<file path="src/rtl/alu_pkg.sv">
// Shared opcode, state and width definitions for the ALU and its command controller.
package alu_pkg;

  localparam int W = 8;

  localparam logic [3:0] OP_ZERO = 4'b0000;
  localparam logic [3:0] OP_ONE  = 4'b0001;
  localparam logic [3:0] OP_A    = 4'b0010;
  localparam logic [3:0] OP_B    = 4'b0011;
  localparam logic [3:0] OP_ADD  = 4'b0100;
  localparam logic [3:0] OP_NEG  = 4'b0101;
  localparam logic [3:0] OP_AND  = 4'b0110;
  localparam logic [3:0] OP_OR   = 4'b0111;
  localparam logic [3:0] OP_EQ   = 4'b1000;
  localparam logic [3:0] OP_GT   = 4'b1001;
  localparam logic [3:0] OP_LOAD = 4'b1111;

  typedef enum logic [1:0] {
    ST_IDLE = 2'd0,
    ST_EXEC = 2'd1,
    ST_DONE = 2'd2
  } state_t;

endpackage

</file>
<file path="src/rtl/custom_alu.sv">
// Combinational 8-bit ALU; unassigned opcodes produce zero.
module custom_alu #(
  parameter int W = 8
) (
  input  logic [3:0]   op,
  input  logic [W-1:0] a,
  input  logic [W-1:0] b,
  output logic [W-1:0] z
);
  import alu_pkg::*;

  always_comb begin
    z = '0;
    case (op)
      OP_ZERO: z = '0;
      OP_ONE:  z = W'(1);
      OP_A:    z = a;
      OP_B:    z = b;
      OP_ADD:  z = a + b;
      OP_NEG:  z = '0 - a;
      OP_AND:  z = a & b;
      OP_OR:   z = a | b;
      OP_EQ:   z = W'(a == b);
      OP_GT:   z = W'(a > b);   // unsigned compare
      default: z = '0;
    endcase
  end

endmodule

</file>
<file path="src/rtl/alu_controller.sv">
// Command front-end for custom_alu: 4x8 register file, accept/exec/done sequencing.
// Optional ALU_CTRL_FLAGS_EN adds registered zero/negative flags on write-back.
module alu_controller #(
  parameter int NREGS = 4,
  parameter int W     = 8
) (
  input  logic         clk,
  input  logic         rst_n,
  input  logic         cmd_valid,
  output logic         cmd_ready,
  input  logic [3:0]   cmd_op,
  input  logic [1:0]   cmd_dst,
  input  logic [1:0]   cmd_srca,
  input  logic [1:0]   cmd_srcb,
  input  logic [W-1:0] cmd_imm,
  output logic         res_valid,
  input  logic         res_ready,
  output logic [W-1:0] res_data,
  output logic [1:0]   res_dst
`ifdef ALU_CTRL_FLAGS_EN
  ,
  output logic         flag_z,
  output logic         flag_n
`endif
);
  import alu_pkg::*;

  state_t state_q, state_d;

  logic [NREGS-1:0][W-1:0] regs;
  logic [3:0]   alu_op_q;
  logic [W-1:0] alu_a_q, alu_b_q, alu_z;
  logic [W-1:0] imm_q, wb;
  logic [1:0]   dst_q;
  logic         load_q;
  logic         accept;

  assign cmd_ready = (state_q == ST_IDLE);
  assign res_valid = (state_q == ST_DONE);
  assign accept    = cmd_ready && cmd_valid;
  assign wb        = load_q ? imm_q : alu_z;

  custom_alu #(.W(W)) u_alu (
    .op (alu_op_q),
    .a  (alu_a_q),
    .b  (alu_b_q),
    .z  (alu_z)
  );

  always_ff @(posedge clk or negedge rst_n) begin
    if (!rst_n) state_q <= ST_IDLE;
    else        state_q <= state_d;
  end

  always_comb begin
    state_d = state_q;
    case (state_q)
      ST_IDLE: if (cmd_valid) state_d = ST_EXEC;
      ST_EXEC: state_d = ST_DONE;
      ST_DONE: if (res_ready) state_d = ST_IDLE;
      default: state_d = ST_IDLE;
    endcase
  end

  // Operands are sampled at acceptance, so dst aliasing a source uses the old value.
  always_ff @(posedge clk or negedge rst_n) begin
    if (!rst_n) begin
      alu_op_q <= '0;
      alu_a_q  <= '0;
      alu_b_q  <= '0;
      imm_q    <= '0;
      dst_q    <= '0;
      load_q   <= 1'b0;
    end else if (accept) begin
      alu_op_q <= (cmd_op == OP_LOAD) ? OP_ZERO : cmd_op;
      alu_a_q  <= regs[cmd_srca];
      alu_b_q  <= regs[cmd_srcb];
      imm_q    <= cmd_imm;
      dst_q    <= cmd_dst;
      load_q   <= (cmd_op == OP_LOAD);
    end
  end

  always_ff @(posedge clk or negedge rst_n) begin
    if (!rst_n) begin
      regs     <= '0;
      res_data <= '0;
      res_dst  <= '0;
    end else if (state_q == ST_EXEC) begin
      regs[dst_q] <= wb;
      res_data    <= wb;
      res_dst     <= dst_q;
    end
  end

`ifdef ALU_CTRL_FLAGS_EN
  always_ff @(posedge clk or negedge rst_n) begin
    if (!rst_n) begin
      flag_z <= 1'b0;
      flag_n <= 1'b0;
    end else if (state_q == ST_EXEC) begin
      flag_z <= (wb == '0);
      flag_n <= wb[W-1];
    end
  end
`endif

endmodule

</file>
<file path="config.mk">
export PLATFORM = sky130hd
export DESIGN_NAME = alu_controller
export DESIGN_NICKNAME = d
export VERILOG_FILES = /design/src/rtl/alu_pkg.sv /design/src/rtl/custom_alu.sv /design/src/rtl/alu_controller.sv
export SDC_FILE = /design/constraint.sdc
export NUM_CORES = 1
export LEC_CHECK = 0
export CORE_UTILIZATION = 60
export CTS_BUF_LIST = sky130_fd_sc_hd__clkbuf_8
export DETAILED_ROUTE_END_ITERATION = 7
export PLACE_DENSITY = 0.77
export SLEW_MARGIN = 40
export SYNTH_ARGS = -nofsm -noshare
export SYNTH_HDL_FRONTEND = slang
export SYNTH_SLANG_ARGS = --single-unit
</file>
<file path="constraint.sdc">
create_clock -name clk -period 4 [get_ports clk]
set_input_delay 0.8 -clock clk [delete_from_list [all_inputs] [get_ports clk]]
set_output_delay 0.8 -clock clk [all_outputs]
set_load 0.005 [all_outputs]
</file>
# ---- After elaboration in Yosys (flattened, before gate mapping)
# Index checks and enable logic that the tools add are counted.
dict set report word_totals {
  regBits 75
  inputBits 22
  output_inout_bits 12
  elab_cells 54
}
dict set report op_classes {
  add_sub_neg 2
  order_cmp 5
  eq_ne 15
  mux 13
  bitwise_logic 2
  n_reduce_logical 4
}
# operator n
set op_table {}
lappend op_table {{case mux 8 bit (9 select lines)} 1}
lappend op_table {{binary-select mux 8 bit (select 2 bit)} 2}
lappend op_table {{bitwise mux 32 bit} 1}
lappend op_table {{2-to-1 mux 8 bit} 4}
lappend op_table {{demux 8 bit (select 2 bit)} 1}
lappend op_table {{== test 4 x 3 -> 1 bit (second input constant)} 4}
lappend op_table {{== test 4 bit (second input constant)} 3}
lappend op_table {{less-than comparator 2 x 3 -> 1 bit (second input constant)} 3}
lappend op_table {{adder 8 bit} 1}
lappend op_table {{bitwise AND 8 bit} 1}
lappend op_table {{== test 4 x 2 -> 1 bit (second input constant)} 2}
lappend op_table {{== test 8 bit} 1}
lappend op_table {{greater-than comparator 8 bit} 1}
lappend op_table {{OR 8 bit} 1}
lappend op_table {{subtractor 1 x 8 -> 8 bit (first input constant)} 1}
lappend op_table {{case mux 2 bit (3 select lines)} 1}
lappend op_table {{== test 4 x 1 -> 1 bit (second input constant)} 1}
lappend op_table {{2-to-1 mux 2 bit} 2}
lappend op_table {{2-to-1 mux 4 bit} 1}
lappend op_table {{== test 2 x 1 -> 1 bit (second input constant)} 1}
lappend op_table {{== test 2 bit (second input constant)} 1}
lappend op_table {{greater-or-equal comparator 2 x 1 -> 1 bit (second input constant)} 1}
lappend op_table {{logical AND 1 bit} 2}
lappend op_table {{logical NOT 2 bit} 1}
lappend op_table {{3 further kinds} 3}

# ---- Longest topological paths before layout
# Gate-level depths: netlist (run 1).
dict set report logic_depth {
  word_depth 5
  mapped_depth 8
  mapped_depth_nobuf 7
}

# ---- Cells and area by module
# A second synthesis (run 1) with hierarchy kept.
dict set report hier_totals {
  hier_cells 414
  hier_area_um2 4536.9
}
# module n_inst cells_each area_per_inst_um2
set modules_own_cells {}
lappend modules_own_cells {alu_controller 1 254 3342.0}
lappend modules_own_cells {custom_alu 1 160 1194.9}

# ---- Least setup slack after synthesis (run 1)
# Ideal clock, no wire load.
dict set report synth_timing {
  kind {reg-to-reg}
  start {register alu_a_q[5]}
  end {register res_data[0]}
  setup_time_ns 0.082
  t_arrival_ns 2.193
  required_time_ns 3.918
  setup_slack_ns 1.725
  stages_incl_launch_ff 9
  period_less_slack_ns 2.275
  cell_sequence {dfrtp_1 > inv_1 > ha_1 > buf_6 > or4_4 > nor4b_4 > xor2_2 > nand3_1 > a31oi_1}
}
dict set report synth_between {
  elab_chain_len 3
  word_cells_on_any_way 4
}
# item line
set synth_rtl {}
lappend synth_rtl {{from (decl)} alu_controller.sv:32} ;# logic [W-1:0] alu_a_q, alu_b_q, alu_z;
lappend synth_rtl {{from (signal assigned)} alu_controller.sv:76} ;# alu_a_q <= regs[cmd_srca];
lappend synth_rtl {{greater-than comparator 8 bit / == test 8 bit (equally long branches)} {custom_alu.sv:24, custom_alu.sv:23}}
lappend synth_rtl {{case mux 8 bit (9 select lines) *} custom_alu.sv:14} ;# case (op)
lappend synth_rtl {{2-to-1 mux 8 bit *} alu_controller.sv:41} ;# assign wb = load_q ? imm_q : alu_z;
lappend synth_rtl {{to (signal assigned)} alu_controller.sv:91} ;# res_data <= wb;
lappend synth_rtl {{to (decl)} alu_controller.sv:18} ;# output logic [W-1:0] res_data,
# Mark *: on every way between the ends. The rest lies on a longest branch, timed or not.
# A chain may end at the register's enable or synchronous reset.

# ---- Worst setup path in the final report (run 1)
dict set report layout_timing {
  start {register alu_a_q[0]}
  end {register res_data[6]}
}
dict set report layout_between {
  elab_chain_len 3
  word_cells_on_any_way 4
}
# item line
set layout_rtl {}
lappend layout_rtl {{subtractor 1 x 8 -> 8 bit / adder 8 bit (equally long branches)} {custom_alu.sv:20, custom_alu.sv:19}}
lappend layout_rtl {{case mux 8 bit (9 select lines) *} custom_alu.sv:14}
lappend layout_rtl {{2-to-1 mux 8 bit *} alu_controller.sv:41}
# Marks and branches as above.

==> results of run 1 <==
-- flip-flops by register name, indices dropped and copies added, names as in the netlist --
name	flops
regs	32
alu_a_q	8
alu_b_q	8
imm_q	8
res_data	8
alu_op_q	4
dst_q	2
res_dst	2
state_q	2
load_q	1
-- cells by family (layout without fill, tap and decap cells) --
family | after synthesis | count (layout)
DFF | 75 | 75
xor gates and xnor gates | 6 | 6
buffers and inverters | 50 | 75
muxes | 25 | 25
and+or+nand+nor | 189 | 189
adders and majority gates | 26 | 26
AOI/OAI and AO/OA | 128 | 128
-- final timing paths --
| path | end | from | slack (ns) | depth (start not counted) |
|---|---|---|---|---|
| min in group clk | imm_q[5]$_DFFE_PN0P_ | imm_q[5]$_DFFE_PN0P_ | 0.48 | 2 |
| max in group asynchronous | alu_op_q[2]$_DFFE_PN0P_ | rst_n | 3.06 | 1 |
| min reg2reg | imm_q[5]$_DFFE_PN0P_ | imm_q[5]$_DFFE_PN0P_ | 0.48 | 2 |
| max reg2reg | res_data[6]$_DFFE_PN0P_ | alu_a_q[0]$_DFFE_PN0P_ | 1.33 | 7 |
| max | res_data[6]$_DFFE_PN0P_ | alu_a_q[0]$_DFFE_PN0P_ | 1.33 | 7 |
| min | dst_q[1]$_DFFE_PN0P_ | rst_n | 0.46 | 1 |
-- through the flow --
| stage | cells | util, % |
|---|---|---|
| 3_5_place_dp | 607 | 67.7 |
| 5_1_grt | 623 | 71.3 |
| 3_3_place_gp | 607 | 67.6 |
| 2_1_floorplan | 499 | - |
| 4_1_cts | 623 | 71.0 |
| 6_report | 623 | 71.3 |
-- cell type report --
cell class / instances / share of cell area, %
multi-input combinational: 374 / 49.1
sequential: 75 / 35.6
timing repair buffer: 36 / 6.71
clock buffer: 9 / 2.35
clock inverter: 7 / 2.35
tap: 99 / 2.35
inverter: 23 / 1.64
-- report_power, final --
group | total (uW) | leakage, uW | internal (uW) | switching [uW]
Clock | 725 | 0.000120 | 420 | 306
Sequential | 1520 | 0.000986 | 1080 | 435
Combinational | 2040 | 0.00119 | 913 | 1120
Total | 4280 | 0.00229 | 2420 | 1860
-- critical path: stages, from the launching register on --
cell and delay [ns]:
dfrtp_1 0.44, ha_1 0.28, fa_1 0.42, a21o_1 0.19, a221oi_1 0.38, mux2i_1 0.15, o41ai_2 0.49, o21ai_0 0.17
-- placed cells by master (no fill, tap or decap), types with 7 or more instances in the layout --
| cell type | synthesis | final |
|---|---|---|
| o21ai_1 | 8 | 8 |
| nand3_1 | 14 | 14 |
| nand2_1 | 103 | 103 |
| nor3_1 | 11 | 10 |
| o21ai_0 | 54 | 54 |
| nand3b_1 | 7 | 7 |
| ha_1 | 25 | 25 |
| inv_1 | 23 | 23 |
| a21oi_1 | 22 | 22 |
| dfrtp_1 | 75 | 74 |
| clkdlybuf4s50_1 | 0 | 32 |
| clkbuf_8 | 0 | 9 |
| nor2_1 | 17 | 17 |
| mux4_2 | 18 | 18 |
-- layer usage --
| layer | global-route usage, % | share of wire (%) |
|---|---|---|
| met5 | 0 | 0 |
| met4 | 14.7 | 4.2 |
| met2 | 48.9 | 46 |
| met3 | 5.13 | 7.3 |
| met1 | 43.5 | 43 |
==> flow_summary.toml, run 1 <==
[routing]
wl_mm = 11.9
routed-via-count = 3983
wl_per_cell_um = 19.2
vias_per_cell = 6.39
first_pass_iters = 5
drc = 0
drt_iter0_drc = 366
ant_nets = 0

[hold_path]
hp-class = "in2async"

[global_route]
antenna_found_initial = 0
grt_pass1_wl_mm = 19.9
grt_max_degree = 76
grt_usage_pct = 31.5
grt_pass1_vias = 3983
grt-ovfl-total = 0

[pwr]
p_leak_uw = 0.00229
vdd_drop_max_mv = 0.447
p_per_area_mw_per_mm2 = 810
p_total_uw = 4280

[timing]
slew_headroom_pct = 46.5
worst_clock_skew_ns = 0.00807
min_period_over_period_pct = 66.8
setup_tns_ns = 0
hold_violations = 0
setup_violations = 0
worst_slew_pin_slew_ns = 0.803
fmax_ghz = 0.374
maxSlewViolCount = 0
rsz0062_at_grt = "false"
hold_ws_ns = 0.460
period_needed_ns = 2.67
setup_ws_ns = 1.33

[cts]
cts.repair.resized = 0
clk_pin_slew_ns = 0.08
postCtsSetupBuffers = 0
postCtsHoldBufs = 0
cts_tree = "yes"
htree_levels = 3
cts_buffers = 9
cts.sinks = 75
clock_path_buffers = 2
clkLatencyLatePin_ns = 0.35
cts-root-buf = "clkbuf_8"

[synth]
seq_area_frac_synth_pct = 40.1
synthTopCellsByArea = "dfrtp_1 (40%), mux4_2 (8.7%), nand2_1 (8.3%), ha_1 (6.7%), o21ai_0 (5.8%)"
synth_top_family_by_area = "simple AND/OR/NAND/NOR gates"
yosysWarningCount = 0
synth-async-reset-ratio_pct = 100
synthAdderAreaFrac_pct = 7.12
syn_area_sq_mm = 0.00468
synth_compound_area_share_pct = 16.7
synthCells = 499
muxShareOfSynthArea_pct = 10.2
synth-seq-cells = 75
yosysTopAreaCellShare_pct = 40.1
synth_xor_area_share_pct = 1.28
synth_edf_count = 0
synth.avg_cell_area_sq_um = 9.37
synth_simple_gate_area_share_pct = 19.6
synthTopCellsByCount = "nand2_1 (103), dfrtp_1 (75), o21ai_0 (54)"
synth_area_leader_cell = "dfrtp_1"
synthFlopType = "dfrtp_1"
synth.most_common_cell = "nand2_1"
yosysUniqueCellTypes = 61
synth_nets = 547

[outcome]
outcome = "finished clean"

[placement]
dp_hpwl_mm = 8.56
gp_congestion = 0.930
pre_cts_ws_ns = 1.26
place_area_sq_mm = 0.00501
port_buffers = 33

[setup_path]
cp_max_fo = 6
endpoint_kind = "register"
cp_data_arrival_time_ns = 2.87
worst_ep_required_time_ns = 4.20
startpoint_type = "register"
path_class = "reg2reg"

[final_layout]
area_growth_pct = 12.9
final_layout_size_suffix_gt1_share_pct = 10.9
regArea_sq_mm = 0.00188
num_antenna_cells = 0
multi_input_comb_area_sq_mm = 0.00259
nets = 567
fillers = 570
final_cell_area_sq_mm = 0.00528

[floorplanning]
io_pins = 34
dieArea_sq_mm = 0.00815
fp.coreArea_sq_mm = 0.00741
start_util_pct = 63.1
die_h_um = 90.3
die_x_um = 90.3
rows = 31

[flow_run]
cap_viol_max_count = 0
(Power assumes the default switching activity.)
==> run 2, diff against run 1 <==
--- a/config.mk
+++ b/config.mk
@@ -5,10 +5,10 @@
 export SDC_FILE = /design/constraint.sdc
 export NUM_CORES = 1
 export LEC_CHECK = 0
-export CORE_UTILIZATION = 60
+export CORE_UTILIZATION = 55
 export CTS_BUF_LIST = sky130_fd_sc_hd__clkbuf_8
 export DETAILED_ROUTE_END_ITERATION = 7
-export PLACE_DENSITY = 0.77
+export PLACE_DENSITY = 0.74
 export SLEW_MARGIN = 40
 export SYNTH_ARGS = -nofsm -noshare
 export SYNTH_HDL_FRONTEND = slang
==> constraint.sdc (replaced) <==
create_clock -name clk -period 2.2 [get_ports clk]
set_input_delay 0.44 -clock clk [delete_from_list [all_inputs] [get_ports clk]]
set_output_delay 0.44 -clock clk [all_outputs]
set_load 0.005 [all_outputs]
==> run 2 against run 1 <==
Against the previous run:
- the flow now finishes with violations (setup timing)
- clock power grew 85%
- wire length grew 8.4%
- clock-buffer cell count is the same
- critical path depth grew 1
- cell area grew 11%
- total power grew 110%
- sequential power grew 64%
- non-clock buffer count grew 59
- critical endpoint is now regs[16]$_DFFE_PN0P_
- largest power group unchanged
==> flow_summary.toml, run 2 (same netlist as run 1, synthesis figures left out) <==
[floorplanning]
die_h_um = 94.2
fp.coreArea_sq_mm = 0.00822
die_x_um = 94.2
rows = 33
dieArea_sq_mm = 0.00887
io_pins = 34
start_util_pct = 56.9

[setup_path]
endpoint_kind = "register"
crit_family = "simple AND/OR/NAND/NOR gates"
r2r_start = "alu_a_q[6]$_DFFE_PN0P_"
worst-path-buf-inv = 2
path_class = "reg2reg"
cp_max_fo = 3
worst_ep_required_time_ns = 2.49
r2r_cells = 8
cp_data_arrival_time_ns = 2.61
critical_path.slowest_cell = "or4_4"
reg2reg_to = "regs[16]$_DFFE_PN0P_"
startpoint_type = "register"
slowest_delay_ns = 0.56
regToRegSetupSlack_ns = -0.11
path_cells = "inv_2, ha_4, or4_4, nor4b_4, xor2_2, buf_4, a41oi_2, o21ai_1"

[timing]
setup_tns_ns = -0.346
worst_slew_pin_slew_ns = 0.737
hold_violations = 0
setup_violations = 7
fmax_ghz = 0.432
rsz0062_at_grt = "true"
min_period_over_period_pct = 105
maxSlewViolCount = 0
period_needed_ns = 2.31
worst_clock_skew_ns = 0.0123
slew_headroom_pct = 50.6
setup_ws_ns = -0.113

[cts]
clk_pin_slew_ns = 0.09
cts.sinks = 75
cts_buffers = 9
cts_tree = "yes"
cts-root-buf = "clkbuf_8"
postCtsHoldBufs = 0
htree_levels = 3
clkLatencyLatePin_ns = 0.37
clock_path_buffers = 2

[global_route]
grt_usage_pct = 31.1
grt_pass1_vias = 3964
grt_pass1_wl_mm = 20.3
grt_max_degree = 48
antenna_found_initial = 0
grt-ovfl-total = 0

[pwr]
p_per_area_mw_per_mm2 = 1530
p_leak_uw = 0.00258
vdd_drop_max_mv = 0.889

[placement]
gp_congestion = 0.888
port_buffers = 33
dp_hpwl_mm = 9.41
dpl.cell_count = 665

[outcome]
violations = "setup timing"
outcome = "finished with violations"

[final_layout]
area_growth_pct = 24.8
nets = 626
final_cell_mix = "nand2_1 (103), dfrtp_1 (74), buf_4 (62), o21ai_0 (51), clkdlybuf4s50_1 (32)"
largest_register = "regs"
final_common_cell = "nand2_1"
final_layout_size_suffix_gt1_share_pct = 24.0
largest_reg_flops = 32
num_antenna_cells = 0
fin_cells = 688

[routing]
drt_iter0_drc = 253
first_pass_iters = 5
routed-via-count = 4133
vias_per_cell = 6.01
wl_mm = 13.0
wl_per_cell_um = 18.8
drc = 0
ant_nets = 0

[flow_run]
cap_viol_max_count = 0

[hold_path]
hp-class = "in2async"
run 2: cell count changes in the layout (fill, tap and decap cells not counted), moves of 3 or more:
cell     previous run  this run
ha_4                0         4
inv_2               0         8
o21ai_0            54        51
ha_1               25        19
buf_4               3        62
inv_1              23        15
run 2: routing by layer:
layer,track usage (%),vias to the layer above,share of wire [%]
li1,-,1945,-
met2,51.4,158,49
met4,11.2,0,2.4
met3,5.42,24,6.3
met5,0,-,0
met1,41.0,2006,42
run 2: worst reg2reg max path: cells and delay by family (launching register included):
family / cells / cell delay [ns]
flip-flops: 1 / 0.40
AND/OR/NAND/NOR: 2 / 0.88
adder cells (fa/ha/maj): 1 / 0.20
AO/OA/AOI/OAI: 2 / 0.24
buffers and inverters: 2 / 0.26
XOR/XNOR: 1 / 0.26
run 2: worst max path at each step:
stage / end / startpoint / cells after the start / slack (ns)
final: regs[16]$_DFFE_PN0P_ / alu_a_q[6]$_DFFE_PN0P_ / 8 / -0.11
after global routing: regs[16]$_DFFE_PN0P_ / alu_a_q[6]$_DFFE_PN0P_ / 8 / -0.19
after CTS: res_data[0]$_DFFE_PN0P_ / alu_a_q[6]$_DFFE_PN0P_ / 7 / -0.09
after detailed placement: res_data[0]$_DFFE_PN0P_ / alu_a_q[7]$_DFFE_PN0P_ / 7 / -0.08
after global placement: regs[6]$_DFFE_PN0P_ / alu_a_q[0]$_DFFE_PN0P_ / 8 / -0.02
after floorplan: res_data[6]$_DFFE_PN0P_ / alu_a_q[0]$_DFFE_PN0P_ / 7 / -0.01
run 2: power by group:
group          leakage [uW]  internal [uW]  switching, uW
combinational       0.00148           2440           2640
clock              0.000120            761            577
sequential         0.000985           1970            522
total               0.00258           5170           3740
run 2: final cells by class:
type / instances / area (sq um)
Sequential cell: 75 / 1880
Fill cell: 628 / 2380
Timing Repair Buffer: 95 / 806
Multi-Input combinational cell: 374 / 2690
Clock inverter: 7 / 124
Inverter: 23 / 86.3
Tap cell: 105 / 131
Clock buffer: 9 / 124
run 2: metrics by stage:
step           hold WS [ns]  utilization, %  power, uW  instance area (sq um)  worst slack [ns]
2_1_floorplan         0.144               -       5310                   4710          -0.00997
3_3_place_gp          0.409            66.3       6980                   5450           -0.0225
3_5_place_dp          0.413            66.3       7120                   5450           -0.0823
4_1_cts              0.0170            70.2       8660                   5760           -0.0923
5_1_grt              0.0427            71.0       9460                   5840            -0.188
6_report            0.00230            71.0       8910                   5840            -0.113
run 2: what timing repair did:
item	CTS	global route
endpoints found under the setup margin	11	35
resized for setup	12	13
cloned	0	0
pin swaps	8	8
buffers inserted	4	3
==> run 3, diff against run 2 <==
--- a/config.mk
+++ b/config.mk
@@ -5,10 +5,10 @@
 export SDC_FILE = /design/constraint.sdc
 export NUM_CORES = 1
 export LEC_CHECK = 0
-export CORE_UTILIZATION = 55
+export CORE_UTILIZATION = 40
 export CTS_BUF_LIST = sky130_fd_sc_hd__clkbuf_8
 export DETAILED_ROUTE_END_ITERATION = 7
-export PLACE_DENSITY = 0.74
+export PLACE_DENSITY = 0.56
 export SLEW_MARGIN = 40
 export SYNTH_ARGS = -nofsm -noshare
 export SYNTH_HDL_FRONTEND = slang
==> run 3 against run 2 <==
Against the previous run:
- the flow still finishes with violations (setup timing)
- sequential share of layout area decreased by 0.37 points
- fmax increased by 3.6%
- utilization down 19 points
- cell area increased by 1.2%
- final cell count is 5.7% higher
- wire length grew 5.7%
- register-to-register slack better by 0.08 ns
- critical endpoint is now res_data[0]$_DFFE_PN0P_
==> flow_summary.toml, run 3 (same netlist as run 1, synthesis figures left out) <==
[setup_path]
cp_data_arrival_time_ns = 2.52
regToRegSetupSlack_ns = -0.03
endpoint_kind = "register"
path_class = "reg2reg"
path_cells = "inv_2, ha_4, or4_4, nor4b_4, xor2_2, nand3_1, a31oi_1"
crit_start = "alu_a_q[7]$_DFFE_PN0P_"
cp_max_fo = 5
slowest_delay_ns = 0.55
startpoint_type = "register"
worst-path-buf-inv = 1
worst_ep_required_time_ns = 2.49
r2r_start = "alu_a_q[7]$_DFFE_PN0P_"
crit_family = "simple AND/OR/NAND/NOR gates"
critical_path.slowest_cell = "or4_4"

[final_layout]
final_core_util_pct = 51.7
final_common_cell = "nand2_1"
fillers = 1091
largest_reg_flops = 32
final_cell_area_sq_mm = 0.00591
area_growth_pct = 26.4
largest_register = "regs"
final_layout_size_suffix_gt1_share_pct = 24.7
nets = 627
fin_cells = 727
final_cell_mix = "nand2_1 (103), dfrtp_1 (73), buf_4 (61), o21ai_0 (49), clkdlybuf4s50_1 (32)"
num_antenna_cells = 0

[cts]
clkLatencyLatePin_ns = 0.37
cts-root-buf = "clkbuf_8"
cts_buffers = 9
cts_tree = "yes"
clock_path_buffers = 2
htree_levels = 3
clk_pin_slew_ns = 0.08
cts.sinks = 75

[placement]
gp_congestion = 0.828
dp_hpwl_mm = 10.0
port_buffers = 33
place_area_sq_mm = 0.00554
pre_cts_ws_ns = -0.100
dpl.cell_count = 707

[routing]
wl_mm = 13.7
ant_nets = 0
drc = 0
vias_per_cell = 5.60
drt_iter0_drc = 189
routed-via-count = 4074
wl_per_cell_um = 18.8
first_pass_iters = 4

[timing]
setup_ws_ns = -0.0339
setup_violations = 6
rsz0062_at_grt = "true"
slew_headroom_pct = 48.8
period_needed_ns = 2.23
hold_violations = 0
worst_slew_pin_slew_ns = 0.763
fmax_ghz = 0.448
maxSlewViolCount = 0
min_period_over_period_pct = 102
worst_clock_skew_ns = 0.00938

[pwr]
p_switching_uw = 3650
p_leak_uw = 0.00260
netSwitchingFraction_pct = 42.1
internal-power_uw = 5020
clkPwrFrac_pct = 14.4
p_per_area_mw_per_mm2 = 1470
seqPwrFrac_pct = 28.9
pwr-share-comb_pct = 56.7
vdd_drop_max_mv = 0.694

[global_route]
antenna_found_initial = 0
grt-ovfl-total = 0
grt_pass1_vias = 4068
grt_pass1_wl_mm = 21.5
grt_max_degree = 47
grt_usage_pct = 24.2

[flow_run]
cap_viol_max_count = 0

[floorplanning]
die_x_um = 110
rows = 39
dieArea_sq_mm = 0.0121
io_pins = 34
die_h_um = 110
start_util_pct = 40.9
fp.coreArea_sq_mm = 0.0114

[outcome]
violations = "setup timing"
outcome = "finished with violations"

[hold_path]
hp-class = "in2async"
[run 3: cell type report]
type | instances | area (sq um) | share of cell area, %
well taps | 143 | 179 | 3.03
clock buffers | 11 | 151 | 2.56
multi-input cells | 374 | 2710 | 45.8
repair buffers | 96 | 830 | 14.0
flip-flops and latches | 75 | 1880 | 31.8
inverters | 23 | 86.3 | 1.46
clock inverters | 5 | 76.3 | 1.29
[run 3: stage by stage]
step	total power [uW]	hold WS [ns]	setup TNS (ns)
detailed placement	7100	0.423	-0.465
floorplan	5310	0.144	-0.0328
CTS	8390	0.0205	0
finish	8680	0.0184	-0.101
global placement	6990	0.416	-0.142
global route	9330	0.0433	-0.805
[run 3: worst paths after layout]
kind / endpoint / cells after the start
setup / recovery: res_data[0]$_DFFE_PN0P_ / 7
hold / removal: alu_b_q[2]$_DFFE_PN0P_ / 1
hold reg to reg: imm_q[5]$_DFFE_PN0P_ / 2
max in group asynchronous: imm_q[3]$_DFFE_PN0P_ / 2
setup reg to reg: res_data[0]$_DFFE_PN0P_ / 7
min in group clk: imm_q[5]$_DFFE_PN0P_ / 2
[run 3: power groups by stage]
| stage | clock [uW] | sequential (uW) | combinational (uW) |
|---|---|---|---|
| after floorplan | 0 | 2370 | 2940 |
| after global placement | 0 | 2470 | 4520 |
| after detailed placement | 0 | 2510 | 4590 |
| after CTS | 1270 | 2490 | 4630 |
| after global routing | 1310 | 2590 | 5430 |
| final | 1250 | 2510 | 4920 |
[run 3: layer usage]
layer / GRT usage, % / share of wire (%) / up-vias
met1: 32.9 / 46 / 2039
li1: - / - / 1940
met3: 3.53 / 3.1 / 21
met4: 9.21 / 2.0 / 0
met5: 0 / 0 / -
met2: 39.2 / 48 / 74
[run 3: what timing repair did]
item,in CTS,in global routing
resized for setup,6,26
hold buffers,0,0
setup endpoints to repair,20,30
buffers inserted,0,4
pin swaps,4,11
hold endpoints to repair,0,0
[run 3: worst register-to-register path: stages (launching register included)]
cell and delay, ns:
dfrtp_1 0.39, inv_2 0.08, ha_4 0.20, or4_4 0.55, nor4b_4 0.31, xor2_2 0.34
nand3_1 0.13, a31oi_1 0.15
